## src/rtl/vga_fb_arbiter.sv

```systemverilog
// Single-port framebuffer arbiter: display reads take priority over hardware fills
// and CPU block writes. The output is a fixed two-cycle pixel pipeline into the VGA stage.
module vga_fb_arbiter #(
    parameter int FB_W = 160,
    parameter int FB_H = 120
) (
    input  logic        clk,
    input  logic        rst,
    input  logic [9:0]  h_addr,
    input  logic [9:0]  v_addr,
    input  logic        vga_valid,
    output logic [11:0] vga_data,
    input  logic        cpu_valid,
    output logic        cpu_ready,
    input  logic [7:0]  cpu_x,
    input  logic [6:0]  cpu_y,
    input  logic [11:0] cpu_color,
    input  logic        clr_start,
    input  logic [11:0] clr_color,
    output logic        clr_busy,
    output logic        clr_done,
    output logic [14:0] ram_addr,
    output logic        ram_we,
    output logic [11:0] ram_wdata,
    input  logic [11:0] ram_rdata
);

    localparam logic [14:0] LAST_ADDR = 15'(FB_W * FB_H - 1);
    localparam logic [8:0]  FB_W_9    = 9'(FB_W);
    localparam logic [7:0]  FB_H_8    = 8'(FB_H);

    typedef enum logic {
        ST_IDLE,
        ST_FILL
    } state_e;

    // Constant multiply by FB_W as a sum of shifted copies (160 -> <<7 plus <<5).
    function automatic logic [14:0] mul_fb_w(input logic [14:0] row);
        logic [14:0] acc;
        acc = '0;
        for (int i = 0; i < 15; i++) begin
            if (((FB_W >> i) & 1) != 0) begin
                acc = acc + (row << i);
            end
        end
        return acc;
    endfunction

    state_e      state_q, state_d;
    logic [14:0] cnt_q, cnt_d;
    logic [11:0] color_q, color_d;
    logic        done_q, done_d;
    logic        rd_pend_q, rd_pend_d;
    logic [11:0] pix_reg_q, pix_reg_d;
    logic        valid_d1_q, valid_d1_d;
    logic        valid_d2_q, valid_d2_d;

    logic        display_slot;
    logic        cpu_in_range;
    logic [14:0] disp_addr;
    logic [14:0] cpu_addr;
    logic        unused_v_lsbs;

    // Only block coordinates address the RAM; the row's sub-block bits are irrelevant.
    assign unused_v_lsbs = ^v_addr[1:0];

    assign display_slot = vga_valid && (h_addr[1:0] == 2'b00);
    assign disp_addr    = mul_fb_w(15'(v_addr[9:2])) + 15'(h_addr[9:2]);
    assign cpu_addr     = mul_fb_w(15'(cpu_y)) + 15'(cpu_x);
    assign cpu_in_range = ({1'b0, cpu_x} < FB_W_9) && ({1'b0, cpu_y} < FB_H_8);

    always_comb begin
        // NOTE: every signal written here gets a default first, so no path can infer a latch.
        state_d    = state_q;
        cnt_d      = cnt_q;
        color_d    = color_q;
        done_d     = 1'b0;
        cpu_ready  = 1'b0;
        ram_addr   = '0;
        ram_we     = 1'b0;
        ram_wdata  = '0;
        rd_pend_d  = display_slot;
        pix_reg_d  = rd_pend_q ? ram_rdata : pix_reg_q;
        valid_d1_d = vga_valid;
        valid_d2_d = valid_d1_q;

        // The start pulse is honoured even when it lands on a display slot.
        unique case (state_q)
            ST_IDLE: begin
                if (clr_start) begin
                    state_d = ST_FILL;
                    cnt_d   = '0;
                    color_d = clr_color;
                end
            end
            ST_FILL: begin
                if (!display_slot) begin
                    if (cnt_q == LAST_ADDR) begin
                        state_d = ST_IDLE;
                        cnt_d   = '0;
                        done_d  = 1'b1;
                    end else begin
                        cnt_d = cnt_q + 15'd1;
                    end
                end
            end
            default: state_d = ST_IDLE;
        endcase

        if (display_slot) begin
            ram_addr = disp_addr;
        end else if (state_q == ST_FILL) begin
            ram_we    = 1'b1;
            ram_addr  = cnt_q;
            ram_wdata = color_q;
        end else if (!clr_start) begin
            cpu_ready = 1'b1;
            // Out-of-range blocks complete the handshake but never reach the RAM.
            if (cpu_valid && cpu_in_range) begin
                ram_we    = 1'b1;
                ram_addr  = cpu_addr;
                ram_wdata = cpu_color;
            end
        end
    end

    always_ff @(posedge clk or posedge rst) begin
        if (rst) begin
            state_q    <= ST_IDLE;
            cnt_q      <= '0;
            color_q    <= '0;
            done_q     <= 1'b0;
            rd_pend_q  <= 1'b0;
            pix_reg_q  <= '0;
            valid_d1_q <= 1'b0;
            valid_d2_q <= 1'b0;
        end else begin
            // NOTE: non-blocking assignments make every flop update from pre-edge values.
            state_q    <= state_d;
            cnt_q      <= cnt_d;
            color_q    <= color_d;
            done_q     <= done_d;
            rd_pend_q  <= rd_pend_d;
            pix_reg_q  <= pix_reg_d;
            valid_d1_q <= valid_d1_d;
            valid_d2_q <= valid_d2_d;
        end
    end

    assign vga_data = valid_d2_q ? pix_reg_q : 12'h000;
    assign clr_busy = (state_q == ST_FILL);
    assign clr_done = done_q;

endmodule

```

## config.mk

```make
export PLATFORM = sky130hd
export DESIGN_NAME = vga_fb_arbiter
export DESIGN_NICKNAME = d
export VERILOG_FILES = /design/src/rtl/vga_fb_arbiter.sv
export SDC_FILE = /design/constraint.sdc
export NUM_CORES = 1
export LEC_CHECK = 0
export ABC_AREA = 1
export CAP_MARGIN = 20
export CORE_ASPECT_RATIO = 1.5
export CORE_MARGIN = 1
export CORE_UTILIZATION = 42
export DETAILED_ROUTE_END_ITERATION = 12
export PLACE_DENSITY = 0.83
export SLEW_MARGIN = 0
export SYNTH_ARGS = -nofsm -noshare
export SYNTH_HDL_FRONTEND = slang
export SYNTH_SLANG_ARGS = --single-unit
```

## constraint.sdc

```tcl
create_clock -name clk -period 2.4 [get_ports clk]
set_input_delay 0.48 -clock clk [delete_from_list [all_inputs] [get_ports clk]]
set_output_delay 0.48 -clock clk [all_outputs]
set_load 0.005 [all_outputs]
```

==> results of run 1 <==
## cell type report
cell class / instances / area [um^2]
sequential: 44 / 1100
clock inverter: 3 / 46.3
clock buffer: 5 / 125
fill: 491 / 2000
tap: 102 / 128
timing repair buffer: 183 / 1630
multi-input combinational: 337 / 2440
inverter: 72 / 285
## cells by family (layout without fill, tap and decap cells)
group / count (synthesis) / in the layout / share of synthesized area, %
simple gates: 233 / 233 / 29.8
mux: 12 / 12 / 3.96
flops: 44 / 44 / 32.2
xor+xnor: 7 / 7 / 1.80
fa+ha+maj: 33 / 33 / 13.0
buf+inv: 81 / 263 / 9.42
compound gates: 52 / 52 / 9.86
## what timing repair did
action,in CTS,in global routing
setup buffers,18,3
setup endpoints to repair,29,28
pin swaps,43,24
gates resized for setup,210,34
## worst min-delay path by stage
stage | startpoint | to | slack [ns]
3_3_place_gp | valid_d1_q$_DFF_PP0_ | valid_d2_q$_DFF_PP0_ | 0.34
6_report | valid_d1_q$_DFF_PP0_ | valid_d2_q$_DFF_PP0_ | 0.36
4_1_cts | valid_d1_q$_DFF_PP0_ | valid_d2_q$_DFF_PP0_ | 0.36
2_1_floorplan | valid_d1_q$_DFF_PP0_ | valid_d2_q$_DFF_PP0_ | 0.33
3_5_place_dp | valid_d1_q$_DFF_PP0_ | valid_d2_q$_DFF_PP0_ | 0.34
5_1_grt | valid_d1_q$_DFF_PP0_ | valid_d2_q$_DFF_PP0_ | 0.37
## power breakdown
part           switching, mW  total, mW  internal (mW)
Sequential             0.113      0.983          0.870
Combinational          0.656       1.34          0.688
Clock                  0.309      0.804          0.495
## flip-flops by register name, summed over array words and instances (netlist names)
name and flops:
pix_reg_q 12, clr_busy 1, clr_done 1, valid_d1_q 1, cnt_q 15, valid_d2_q 1, rd_pend_q 1, color_q 12
## cells in the mapped netlist, types with 3 or more instances
library cell / number
sky130_fd_sc_hd__nand2_1: 145
sky130_fd_sc_hd__inv_1: 70
sky130_fd_sc_hd__dfrtp_1: 44
sky130_fd_sc_hd__nand3_1: 36
sky130_fd_sc_hd__ha_1: 29
sky130_fd_sc_hd__nor2_1: 25
sky130_fd_sc_hd__o21ai_0: 13
sky130_fd_sc_hd__mux2_2: 12
sky130_fd_sc_hd__a21oi_1: 10
sky130_fd_sc_hd__a22o_1: 9
sky130_fd_sc_hd__o211ai_1: 9
sky130_fd_sc_hd__nand4_1: 8
sky130_fd_sc_hd__o22ai_1: 8
sky130_fd_sc_hd__xor2_1: 5
sky130_fd_sc_hd__fa_1: 4
sky130_fd_sc_hd__nand2_2: 4
sky130_fd_sc_hd__clkbuf_1: 3
sky130_fd_sc_hd__nand3b_1: 3
sky130_fd_sc_hd__nor3_1: 3
sky130_fd_sc_hd__or2_2: 3
## per-layer routing
metal	vias to the layer above	GRT usage (%)	routed length, um
met2	279	57.6	7500
met4	0	20.0	1130
met5	-	0	0
met1	1910	31.8	4500
li1	1871	-	-
met3	130	7.36	952
## metrics by stage
stage	hold slack, ns	utilization (%)	cells	setup WS, ns
finish	0.358	74.2	746	-0.482
global route	0.367	74.2	746	-0.531
CTS	0.358	72.6	743	-0.393
detailed placement	0.343	64.7	717	-1.14
global placement	0.338	64.7	717	-1.07
floorplan	0.331	-	462	-0.0268
## cell usage in the layout (no fill, tap or decap), drive strengths merged
cell	n
nand2	149
buf	90
inv	71
clkdlybuf4s50	63
dfrtp	44
nand3	37
ha	29
nor2	28
dlygate4sd2	15
o21ai	13
mux2	12
a21oi	10
clkdlybuf4s15	10
clkbuf	10
a22o	9
o211ai	9
nand4	8
o22ai	8
xor2	5
nor3	5
fa	4
clkinvlp	3
nand3b	3
or2	3
o221ai	2
xnor2	2
o21a	1
bufinv	1
==> Flow_metrics.wiki, run 1 <==
{| class="wikitable"
! Metric !! Value
|-
| Critical path class || in -> out
|-
| Number of placed I/O pins || 119
|-
| Global-route total usage across every layer || 32.1%
|-
| Crit-path most repeated cell || sky130_fd_sc_hd__nor2_1
|-
| Setup violations, final || 27
|-
| Post-Synthesis Mean Instance Area || 7.39 um^2
|-
| Iteration-0 DRC count of the detailed router || around 320
|-
| Die Y || about 110 um
|-
| Antenna Nets Post-Route || 0
|-
| Tightest slew margin relative to the limit || 62.9%
|-
| Worst R2R Start || cnt_q[0]$_DFFE_PP0P_
|-
| Cell types with the largest area share after synthesis || sky130_fd_sc_hd__dfrtp_1 32%, sky130_fd_sc_hd__nand2_1 16%, sky130_fd_sc_hd__ha_1 11%
|-
| Slowest Stage Delay on Critical Path || 0.40 ns
|-
| Hold-fix buffer count after cts || 0
|-
| Final routed DRC violation total || 0
|-
| H-tree level count || 2
|-
| Instance count along the most critical hold path || 0
|-
| Clock-pin transition on the worst setup and hold timing paths || about 0.070 ns
|-
| Core Footprint || 7760 um^2
|-
| Total placed instance area || 5020 um^2
|-
| Actual transition at the worst max-transition pin || between 0.5 and 0.6 ns
|-
| Failing checks || setup timing
|-
| Number of buffers between clock root and the deepest sink || 2
|-
| Sum of buffers and inverters on the critical path || 3
|-
| Gp weighted congestion || 0.886
|-
| Worst Hold Class || reg -> reg
|-
| Netlist area before placement || about 3400 um^2
|-
| Critical-path maximum fanout || 4
|-
| Maximum number of pins on one net before global-route repair || 18
|-
| Sequential cell area fraction in the yosys report || between 30 and 40%
|-
| Number of buffers inserted during clock tree synthesis || 5
|-
| Largest delay contributor family on the critical path || simple AND/OR/NAND/NOR gates
|-
| DP Wirelength || 8.14 mm
|-
| Total nets after synthesis || 571
|-
| Setup repair after global routing missed its margin || true
|-
| Clock period minus worst slack || 2.88 ns
|-
| Largest area contributor in the netlist || sky130_fd_sc_hd__dfrtp_1
|-
| Share of the synthesized area in the top cell type || 32.2%
|-
| Power density of the placed cells || roughly 540 nW/um^2
|-
| Worst setup slack after layout || -0.482 ns
|-
| Max-slew violation count || 0
|-
| Clock Latency Late Sink || approximately 0.29 ns
|-
| Required time at the worst-slack endpoint || 1.92 ns
|-
| Grt ovf || 0
|-
| Worst VDD drop || between 0.0003 and 0.0004 V
|-
| Final total power || 3.13 mW
|-
| Fraction of layout cells with a size suffix above 1 || 32.5%
|-
| Final Hold Fails || 0
|-
| Achievable Freq || between 300 and 400 MHz
|-
| CP endpoint kind || output port
|-
| Die boundary width || between 70 and 80 um
|-
| CP endpoint || ram_addr[13]
|-
| Netlist cell types || 32
|-
| Skew final || between 0.004 and 0.005 ns
|-
| Buffers added on ports || between 100 and 150
|-
| Outcome || finished, violations left
|-
| Number of sinks driven by the clock tree || 44
|-
| Number of warnings printed during yosys synthesis || 0
|-
| Worst setup path startpoint || cpu_y[4]
|-
| Detailed-route vias per instance || 5.62
|-
| Dominant synthesized flop cell || sky130_fd_sc_hd__dfrtp_1
|-
| Number of enable flip-flop cells after synthesis || 0
|-
| Static leakage || 2.78 nW
|-
| Final worst-path cycle share || 120%
|-
| Final Routed Wirelength || 14.1 mm
|-
| Standard cell with the maximum stage delay on the critical path || sky130_fd_sc_hd__ha_1
|-
| Final non-filler cell area || approximately 5800 um^2
|-
| Drt pass-1 iters || 6
|-
| Final setup TNS || -5.67 ns
|-
| R2r setup slk || 0.60 ns
|-
| Global-route wire length before repair || between 20 and 25 mm
|-
| FFs w/ async S/R, synth || 100%
|-
| Reported max-cap violation count || 0
|-
| Mapped Cells || 462
|-
| Routed length per placed instance || 18.9 um
|-
| Via count of the first global-routing pass || around 4.3k
|-
| Overall via count from detail_route || 4,190
|-
| Arrival time of the worst setup path || 2.40 ns
|-
| Die footprint || 8500 um^2
|-
| Ant diodes || 0
|-
| Synth Register Bits || 44
|-
| Cell Rows || 39
|-
| End of the worst register-to-register path || cnt_q[13]$_DFFE_PP0P_
|-
| R2R cell count || 10
|-
| Net count of the finished layout || 752
|-
| Initial core utilization || 44.0%
|-
| Clock root buffer || sky130_fd_sc_hd__clkbuf_16
|-
| Initial antenna violation count || 0
|-
| CTS tree || done
|-
| Area Growth Syn to Fin || 68.7%
|-
| Startpoint class of the critical path || primary input
|-
| Critical-path cell list || buf_2 -> buf_4 -> ha_1 -> ha_4 -> nand2_1 -> nor2_1 -> nand2_1 -> nand2_2 -> nor2_1 -> nor2_1 -> nand3_1 -> buf_2
|-
| Worst path depth || 12
|}
Note: power is estimated with default switching activity, not from simulation.
==> run 2, diff against run 1 <==
Settings changed: CORE_MARGIN 1 to 3.
==> run 2 against run 1 <==
  * Combinational power fell by 4%
  * Critical path depth rose by 1
  * Non-clock buffer count fell by 5
  * Count of clock-buffer cells in the layout did not move
  * Routed wire length fell by 3.5%
  * Total power fell by 6.1%
  * Critical path type unchanged
  * Clock power fell by 16%
  * The flow still finishes with violations (setup timing)
  * Fmax rose by 5.6%
  * Highest routed layer unchanged
  * Worst hold slack improved by 0.0026 ns
  * Clock skew rose by 0.0027 ns
  * Sequential power barely moved
==> Flow_metrics.wiki, run 2 (same netlist as run 1, synthesis figures left out) <==
{| class="wikitable"
! Metric !! Value
|-
| Most flops, register || cnt_q (unchanged)
|-
| Die Y || 116 um (was 112 um)
|-
| Outcome || finished, violations left (unchanged)
|-
| Number of buffers inserted during clock tree synthesis || 5 (unchanged)
|-
| Final worst-path cycle share || 114% (was 120%)
|-
| Arrival time of the worst setup path || 2.25 ns (was 2.40 ns)
|-
| Area Growth Syn to Fin || 66.8% (was 68.7%)
|-
| Detailed-route vias per instance || 5.50 (was 5.62)
|-
| Clock period minus worst slack || 2.73 ns (was 2.88 ns)
|-
| Grt ovf || 0 (unchanged)
|-
| DP Wirelength || 8.52 mm (was 8.14 mm)
|-
| Die boundary width || 79.6 um (was 75.6 um)
|-
| Number of sinks driven by the clock tree || 44 (unchanged)
|-
| Antenna Nets Post-Route || 0 (unchanged)
|-
| Failing checks || setup timing (unchanged)
|-
| Detail Route met3 WL || 799 um (was 952 um)
|-
| Worst setup path startpoint || cpu_y[2] (was cpu_y[4])
|-
| Hold Startpoint || valid_d1_q$_DFF_PP0_ (unchanged)
|-
| Largest register FFs || 15 (unchanged)
|-
| R2r setup slk || 0.56 ns (was 0.60 ns)
|-
| Initial core utilization || 44.0% (unchanged)
|-
| Gp weighted congestion || 0.944 (was 0.886)
|-
| Worst Hold Class || reg -> reg (unchanged)
|-
| Commonest cells after routing, fill and taps aside || 127 x sky130_fd_sc_hd__nand2_1, 61 x sky130_fd_sc_hd__clkdlybuf4s50_1, 59 x sky130_fd_sc_hd__inv_1 (was 132 x sky130_fd_sc_hd__nand2_1, 63 x sky130_fd_sc_hd__clkdlybuf4s50_1, 57 x sky130_fd_sc_hd__inv_1)
|-
| Startpoint class of the critical path || primary input (unchanged)
|-
| Final routed DRC violation total || 0 (unchanged)
|-
| Switching Power || 1.03 mW (was 1.08 mW)
|-
| Seq pwr share || 33.4% (was 31.4%)
|-
| Static leakage || 2.76 nW (was 2.78 nW)
|-
| Setup violations, final || 8 (was 27)
|-
| Met1 Routed Length || 4.42 mm (was 4.50 mm)
|-
| Core Footprint || 7760 um^2 (unchanged)
|-
| Metal2 WL || 7.60 mm (was 7.50 mm)
|-
| CTS tree || done (unchanged)
|-
| Worst setup slack after layout || -0.328 ns (was -0.482 ns)
|-
| CP endpoint kind || output port (unchanged)
|-
| Reported max-cap violation count || 0 (unchanged)
|-
| Number of placed I/O pins || 119 (unchanged)
|-
| Worst R2R Start || cnt_q[0]$_DFFE_PP0P_ (unchanged)
|-
| Critical path class || in -> out (unchanged)
|-
| Final Hold Fails || 0 (unchanged)
|-
| Leading cell type in the layout, fill and taps excluded || sky130_fd_sc_hd__nand2_1 (unchanged)
|-
| Worst VDD drop || 0.000380 V (was 0.000397 V)
|-
| Layout fillers || 484 (was 491)
|-
| Die footprint || 9270 um^2 (was 8500 um^2)
|-
| Worst hold slack || 0.360 ns (was 0.358 ns)
|-
| Setup repair after global routing missed its margin || true (unchanged)
|-
| Inst Count DP || 716 (was 717)
|-
| Number of buffers between clock root and the deepest sink || 2 (unchanged)
|-
| Global-route wire length before repair || 20.3 mm (was 20.4 mm)
|-
| Final Instance Count excl. Fillers || 742 (was 746)
|-
| Share of total power consumed by net switching || 35.2% (was 34.4%)
|-
| Via count of the first global-routing pass || 4,314 (was 4,257)
|-
| Power density of the placed cells || 516 nW/um^2 (was 544 nW/um^2)
|-
| Max-slew violation count || 0 (unchanged)
|-
| Maximum number of pins on one net before global-route repair || 25 (was 18)
|-
| Final Routed Wirelength || 13.6 mm (was 14.1 mm)
|-
| Global-route total usage across every layer || 28.2% (was 32.1%)
|-
| Clock-pin transition on the worst setup and hold timing paths || 0.07 ns (about the same)
|-
| Multi-input logic area || 2470 um^2 (was 2440 um^2)
|-
| Register cell area after layout || 1100 um^2 (about the same)
|-
| Buffers added on ports || 116 (unchanged)
|-
| Tightest slew margin relative to the limit || 65.4% (was 62.9%)
|-
| Overall via count from detail_route || 4,080 (was 4,190)
|-
| Actual transition at the worst max-transition pin || 0.520 ns (was 0.556 ns)
|-
| Hold-fix buffer count after cts || 0 (unchanged)
|-
| Fraction of layout cells with a size suffix above 1 || 33.8% (was 32.5%)
|-
| Clock root buffer || sky130_fd_sc_hd__clkbuf_16 (unchanged)
|-
| Uppermost signal routing layer after detailed routing || met4 (unchanged)
|-
| Skew final || 0.00731 ns (was 0.00463 ns)
|-
| Clk pwr share || 23.1% (was 25.7%)
|-
| Cell Rows || 39 (unchanged)
|-
| Drt pass-1 iters || 7 (was 6)
|-
| Routed length per placed instance || 18.3 um (was 18.9 um)
|-
| Net count of the finished layout || 748 (was 752)
|-
| Cell internal power dissipation || 1.91 mW (was 2.05 mW)
|-
| Iteration-0 DRC count of the detailed router || 353 (was 319)
|-
| Ant diodes || 0 (unchanged)
|-
| R2R cell count || 10 (unchanged)
|-
| CP endpoint || ram_addr[14] (was ram_addr[13])
|-
| Clock Latency Late Sink || 0.29 ns (about the same)
|-
| Initial antenna violation count || 0 (unchanged)
|-
| Relative contribution of combinational cells to total power || 43.5% (was 42.9%)
|-
| End of the worst register-to-register path || cnt_q[1]$_DFFE_PP0P_ (was cnt_q[13]$_DFFE_PP0P_)
|-
| Achievable Freq || 367 MHz (was 347 MHz)
|-
| Required time at the worst-slack endpoint || 1.92 ns (about the same)
|-
| Largest regs || cnt_q (15), color_q (12), pix_reg_q (12) (unchanged)
|-
| Critical-path maximum fanout || 3 (was 4)
|-
| H-tree level count || 2 (unchanged)
|}
## run 2: what timing repair did
item	4_1_cts	5_1_grt
setup buffers	12	4
endpoints found under the setup margin	29	27
cloned	2	0
gates resized for setup	217	61
pin swaps	35	19
## run 2: per-stage QoR
stage | utilization (%) | power [mW] | worst slack, ns | TNS [ns] | cell area (um^2)
floorplan | - | 1.53 | -0.0268 | -0.0268 | 3430
global placement | 64.9 | 2.07 | -1.07 | -17.89 | 5030
detailed placement | 64.9 | 2.12 | -1.09 | -19.75 | 5030
CTS | 71.9 | 2.84 | -0.293 | -2.16 | 5580
global route | 73.4 | 3.10 | -0.388 | -3.27 | 5700
finish | 73.4 | 2.94 | -0.328 | -2.10 | 5700
## run 2: cell type report
class | count | share of cell area (%)
flip-flops and latches | 44 | 19.3
repair inverters | 1 | 0.132
repair buffers | 178 | 27.4
well taps | 102 | 2.24
inverters | 72 | 4.94
multi-input cells | 337 | 43.4
clock inverters | 3 | 0.329
clock buffers | 5 | 2.20
## run 2: critical path, cell delays in order
cell and delay [ns]:
sky130_fd_sc_hd__buf_8 0.10, sky130_fd_sc_hd__inv_4 0.05, sky130_fd_sc_hd__fa_2 0.46, sky130_fd_sc_hd__fa_2 0.37, sky130_fd_sc_hd__nand3b_1 0.21, sky130_fd_sc_hd__nand2_2 0.11, sky130_fd_sc_hd__nand2_2 0.07, sky130_fd_sc_hd__nand2_2 0.07
sky130_fd_sc_hd__nand2_2 0.05, sky130_fd_sc_hd__nand2_1 0.06, sky130_fd_sc_hd__nand2_1 0.05, sky130_fd_sc_hd__nand3_1 0.05, sky130_fd_sc_hd__buf_2 0.11
## run 2: how the worst min path moves through the flow
stage	depth (start not counted)	endpoint
after global routing	0	valid_d2_q$_DFF_PP0_
after global placement	0	valid_d2_q$_DFF_PP0_
after detailed placement	0	valid_d2_q$_DFF_PP0_
after CTS	0	valid_d2_q$_DFF_PP0_
final	0	valid_d2_q$_DFF_PP0_
after floorplan	0	valid_d2_q$_DFF_PP0_
## run 2: metal layers
| layer | vias up | global-route usage (%) |
|---|---|---|
| li1 | 1858 | - |
| met1 | 1917 | 28.1 |
| met2 | 236 | 54.9 |
| met3 | 69 | 3.78 |
| met4 | 0 | 15.7 |
| met5 | - | 0 |
## run 2: power groups by stage
stage	registers [mW]	clock network, mW	logic [mW]
2_1_floorplan	0.959	0	0.574
3_3_place_gp	0.981	0	1.09
3_5_place_dp	0.990	0	1.13
4_1_cts	0.977	0.683	1.18
5_1_grt	0.997	0.714	1.38
6_report	0.983	0.679	1.28
==> run 3, diff against run 2 <==
Settings changed: CORE_UTILIZATION 42 to 50, PLACE_DENSITY 0.83 to 0.92, SETUP_SLACK_MARGIN from default to 0.15, SKIP_LAST_GASP from default to 1.
Clock period 2.4 ns to 3.22 ns, I/O delays scaled along.
==> run 3 against run 2 <==
  * The flow still finishes with violations (setup timing)
  * Worst setup slack better by 0.15 ns
  * First-iteration DRC count is 90% higher
  * Combinational power is 20% lower
  * Design area is 1.7% lower
  * Count of clock-buffer cells in the layout stayed put
  * Die area is 15% lower
  * Non-clock buffer count is 11 lower
  * Sequential share of layout area is 0.31 points higher
  * Register-to-register slack better by 0.63 ns
  * Critical path depth is 4 lower
  * Sequential power is 25% lower
  * Highest routed layer unchanged
==> Flow_metrics.wiki, run 3 (same netlist as run 1, synthesis figures left out) <==
{| class="wikitable"
! Metric !! Value
|-
| Worst VDD drop || 0.000267 V (was 0.000380 V)
|-
| Power density of the placed cells || 397 nW/um^2 (was 516 nW/um^2)
|-
| Final routed DRC violation total || 0 (unchanged)
|-
| Tightest slew margin relative to the limit || 38.0% (was 65.4%)
|-
| Clock Latency Late Sink || 0.32 ns (was 0.29 ns)
|-
| Worst min-delay path endpoint || valid_d2_q$_DFF_PP0_ (unchanged)
|-
| Max-slew violation count || 0 (unchanged)
|-
| H-tree level count || 2 (unchanged)
|-
| Number of buffers inserted during clock tree synthesis || 5 (unchanged)
|-
| End of the worst register-to-register path || cnt_q[12]$_DFFE_PP0P_ (was cnt_q[1]$_DFFE_PP0P_)
|-
| CTS tree || done (unchanged)
|-
| Overall via count from detail_route || 4,314 (was 4,080)
|-
| Grt ovf || 0 (unchanged)
|-
| Slowest Stage Delay on Critical Path || 0.54 ns (was 0.46 ns)
|-
| Initial core utilization || 51.9% (was 44.0%)
|-
| Antenna Nets Post-Route || 0 (unchanged)
|-
| Commonest cells after routing, fill and taps aside || 129 x sky130_fd_sc_hd__nand2_1, 69 x sky130_fd_sc_hd__clkdlybuf4s50_1, 59 x sky130_fd_sc_hd__inv_1 (was 127 x sky130_fd_sc_hd__nand2_1, 61 x sky130_fd_sc_hd__clkdlybuf4s50_1, 59 x sky130_fd_sc_hd__inv_1)
|-
| Via count of the first global-routing pass || 4,460 (was 4,314)
|-
| Worst setup slack after layout || -0.179 ns (was -0.328 ns)
|-
| Outcome || finished, violations left (unchanged)
|-
| Largest register FFs || 15 (unchanged)
|-
| Worst hold slack || 0.346 ns (was 0.360 ns)
|-
| Number of placed I/O pins || 119 (unchanged)
|-
| Leading cell type in the layout, fill and taps excluded || sky130_fd_sc_hd__nand2_1 (unchanged)
|-
| Ant diodes || 0 (unchanged)
|-
| Drt pass-1 iters || 8 (was 7)
|-
| Worst path depth || 9 (was 13)
|-
| Sum of buffers and inverters on the critical path || 2 (was 3)
|-
| Initial antenna violation count || 0 (unchanged)
|-
| Static leakage || 2.76 nW (about the same)
|-
| Number of sinks driven by the clock tree || 44 (unchanged)
|-
| Gp weighted congestion || 0.943 (was 0.944)
|-
| Core Footprint || 6580 um^2 (was 7760 um^2)
|-
| Largest delay contributor family on the critical path || buffers and inverters (was adder cells)
|-
| Net count of the finished layout || 736 (was 748)
|-
| Final worst-path cycle share || 106%
|-
| Actual transition at the worst max-transition pin || 0.929 ns (was 0.520 ns)
|-
| Final non-filler cell area || 5600 um^2 (was 5700 um^2)
|-
| Clock period minus worst slack || 3.40 ns
|-
| Die Y || 107 um (was 116 um)
|-
| Busiest grt layer || met2 (unchanged)
|-
| Most flops, register || cnt_q (unchanged)
|-
| Final Routed Wirelength || 15.0 mm (was 13.6 mm)
|-
| Crit-path most repeated cell || sky130_fd_sc_hd__nand3_1 (was sky130_fd_sc_hd__nand2_2)
|-
| Total placed instance area || 4960 um^2 (was 5030 um^2)
|-
| CP endpoint kind || output port (unchanged)
|-
| Achievable Freq || 294 MHz
|-
| Required time at the worst-slack endpoint || 2.58 ns (was 1.92 ns)
|-
| Setup Slack @ Placement || -0.759 ns (was -1.09 ns)
|-
| Critical-path maximum fanout || 3 (unchanged)
|-
| DP Wirelength || 8.57 mm (was 8.52 mm)
|-
| Die footprint || 7880 um^2 (was 9270 um^2)
|-
| Instance count along the most critical hold path || 0 (unchanged)
|-
| Reported max-cap violation count || 0 (unchanged)
|-
| Global-route total usage across every layer || 33.8% (was 28.2%)
|-
| Buffers added on ports || 116 (unchanged)
|-
| Hold Startpoint || valid_d1_q$_DFF_PP0_ (unchanged)
|-
| Maximum number of pins on one net before global-route repair || 45 (was 25)
|-
| Worst R2R Start || cnt_q[0]$_DFFE_PP0P_ (unchanged)
|-
| Skew final || 0.0148 ns (was 0.00731 ns)
|-
| Failing checks || setup timing (unchanged)
|-
| Post-layout utilization of the core || 85.2% (was 73.4%)
|-
| Critical-path cell list || clkdlybuf4s50_1 -> ha_4 -> ha_4 -> a21oi_2 -> o21a_1 -> nand3_1 -> nand3_1 -> nand3_1 -> buf_2 (was buf_8 -> inv_4 -> fa_2 -> fa_2 -> nand3b_1 -> nand2_2 -> nand2_2 -> nand2_2 -> nand2_2 -> nand2_1 -> nand2_1 -> nand3_1 -> buf_2)
|-
| Arrival time of the worst setup path || 2.75 ns (was 2.25 ns)
|-
| Worst Hold Class || reg -> reg (unchanged)
|-
| R2r setup slk || 1.19 ns (was 0.56 ns)
|-
| R2R cell count || 10 (unchanged)
|-
| Cell Rows || 36 (was 39)
|-
| Clock-pin transition on the worst setup and hold timing paths || 0.11 ns (was 0.07 ns)
|-
| Critical path class || in -> out (unchanged)
|-
| Grt met2 use || 60.3% (was 54.9%)
|-
| Largest regs || cnt_q (15), color_q (12), pix_reg_q (12) (unchanged)
|-
| Standard cell with the maximum stage delay on the critical path || sky130_fd_sc_hd__clkdlybuf4s50_1 (was sky130_fd_sc_hd__fa_2)
|-
| Setup violations, final || 2 (was 8)
|-
| Area Growth Syn to Fin || 64.0% (was 66.8%)
|-
| Setup repair after global routing missed its margin || true (unchanged)
|-
| Met3 capacity usage during global routing || 7.97% (was 3.78%)
|-
| GR Util met1 || 32.7% (was 28.1%)
|-
| Global-route wire length before repair || 20.5 mm (was 20.3 mm)
|-
| Routed length per placed instance || 21.3 um (was 18.3 um)
|-
| Number of buffers between clock root and the deepest sink || 2 (unchanged)
|-
| Detailed-route vias per instance || 6.13 (was 5.50)
|-
| Fraction of layout cells with a size suffix above 1 || 28.7% (was 33.8%)
|-
| Die boundary width || 73.5 um (was 79.6 um)
|-
| Startpoint class of the critical path || primary input (unchanged)
|-
| Final Hold Fails || 0 (unchanged)
|-
| Iteration-0 DRC count of the detailed router || 670 (was 353)
|-
| Final total power || 2.22 mW (was 2.94 mW)
|-
| Clock root buffer || sky130_fd_sc_hd__clkbuf_8 (was sky130_fd_sc_hd__clkbuf_16)
|}
==> run 3: how the worst max path moves through the flow <==
stage | startpoint | end
2_1_floorplan | cpu_x[7] | ram_addr[14]
3_3_place_gp | cpu_x[7] | ram_addr[14]
3_5_place_dp | v_addr[2] | ram_addr[10]
4_1_cts | cpu_x[7] | ram_addr[14]
5_1_grt | v_addr[8] | ram_addr[14]
6_report | v_addr[8] | ram_addr[14]
==> run 3: what timing repair did <==
item                                    4_1_cts  5_1_grt
buffers inserted                              8        3
pin swaps                                    34       19
endpoints found under the hold margin         0        0
resized for setup                           144       57
hold buffers                                  0        0
endpoints found under the setup margin       27       15
==> run 3: area by class of cell <==
class                   count  area (um^2)
inverters                  72          278
well taps                  76         95.1
fillers                   322          976
repair buffers            167         1530
multi-input cells         337         2480
clock buffers               5         68.8
clock inverters             3         46.3
flip-flops and latches     44         1100
==> run 3: worst reg2reg max path: cells and delay by family, from the launching register on <==
| family | cells | cell delay (ns) |
|---|---|---|
| fa+ha+maj | 1 | 0.21 |
| simple gates | 8 | 1.12 |
| flops | 1 | 0.41 |
| buf+inv | 1 | 0.17 |
==> run 3: per-layer routing <==
| metal | vias to the layer above | wire length, um | part of all wire [%] |
|---|---|---|---|
| met2 | 362 | 7630 | 51 |
| li1 | 1832 | - | - |
| met3 | 132 | 1360 | 9.0 |
| met1 | 1988 | 4700 | 31 |
| met5 | - | 0 | 0 |
| met4 | 0 | 1280 | 8.6 |
==> run 3: per-stage QoR <==
stage,setup TNS (ns),cells
after floorplan,0,462
after CTS,0,701
after detailed placement,-6.50,685
after global placement,-5.43,685
final,-0.276,704
after global routing,-0.672,704
==> run 3: where the power goes <==
| part | internal (mW) | switching, mW |
|---|---|---|
| logic | 0.509 | 0.510 |
| clock network | 0.234 | 0.232 |
| registers | 0.647 | 0.0910 |
| total | 1.39 | 0.833 |
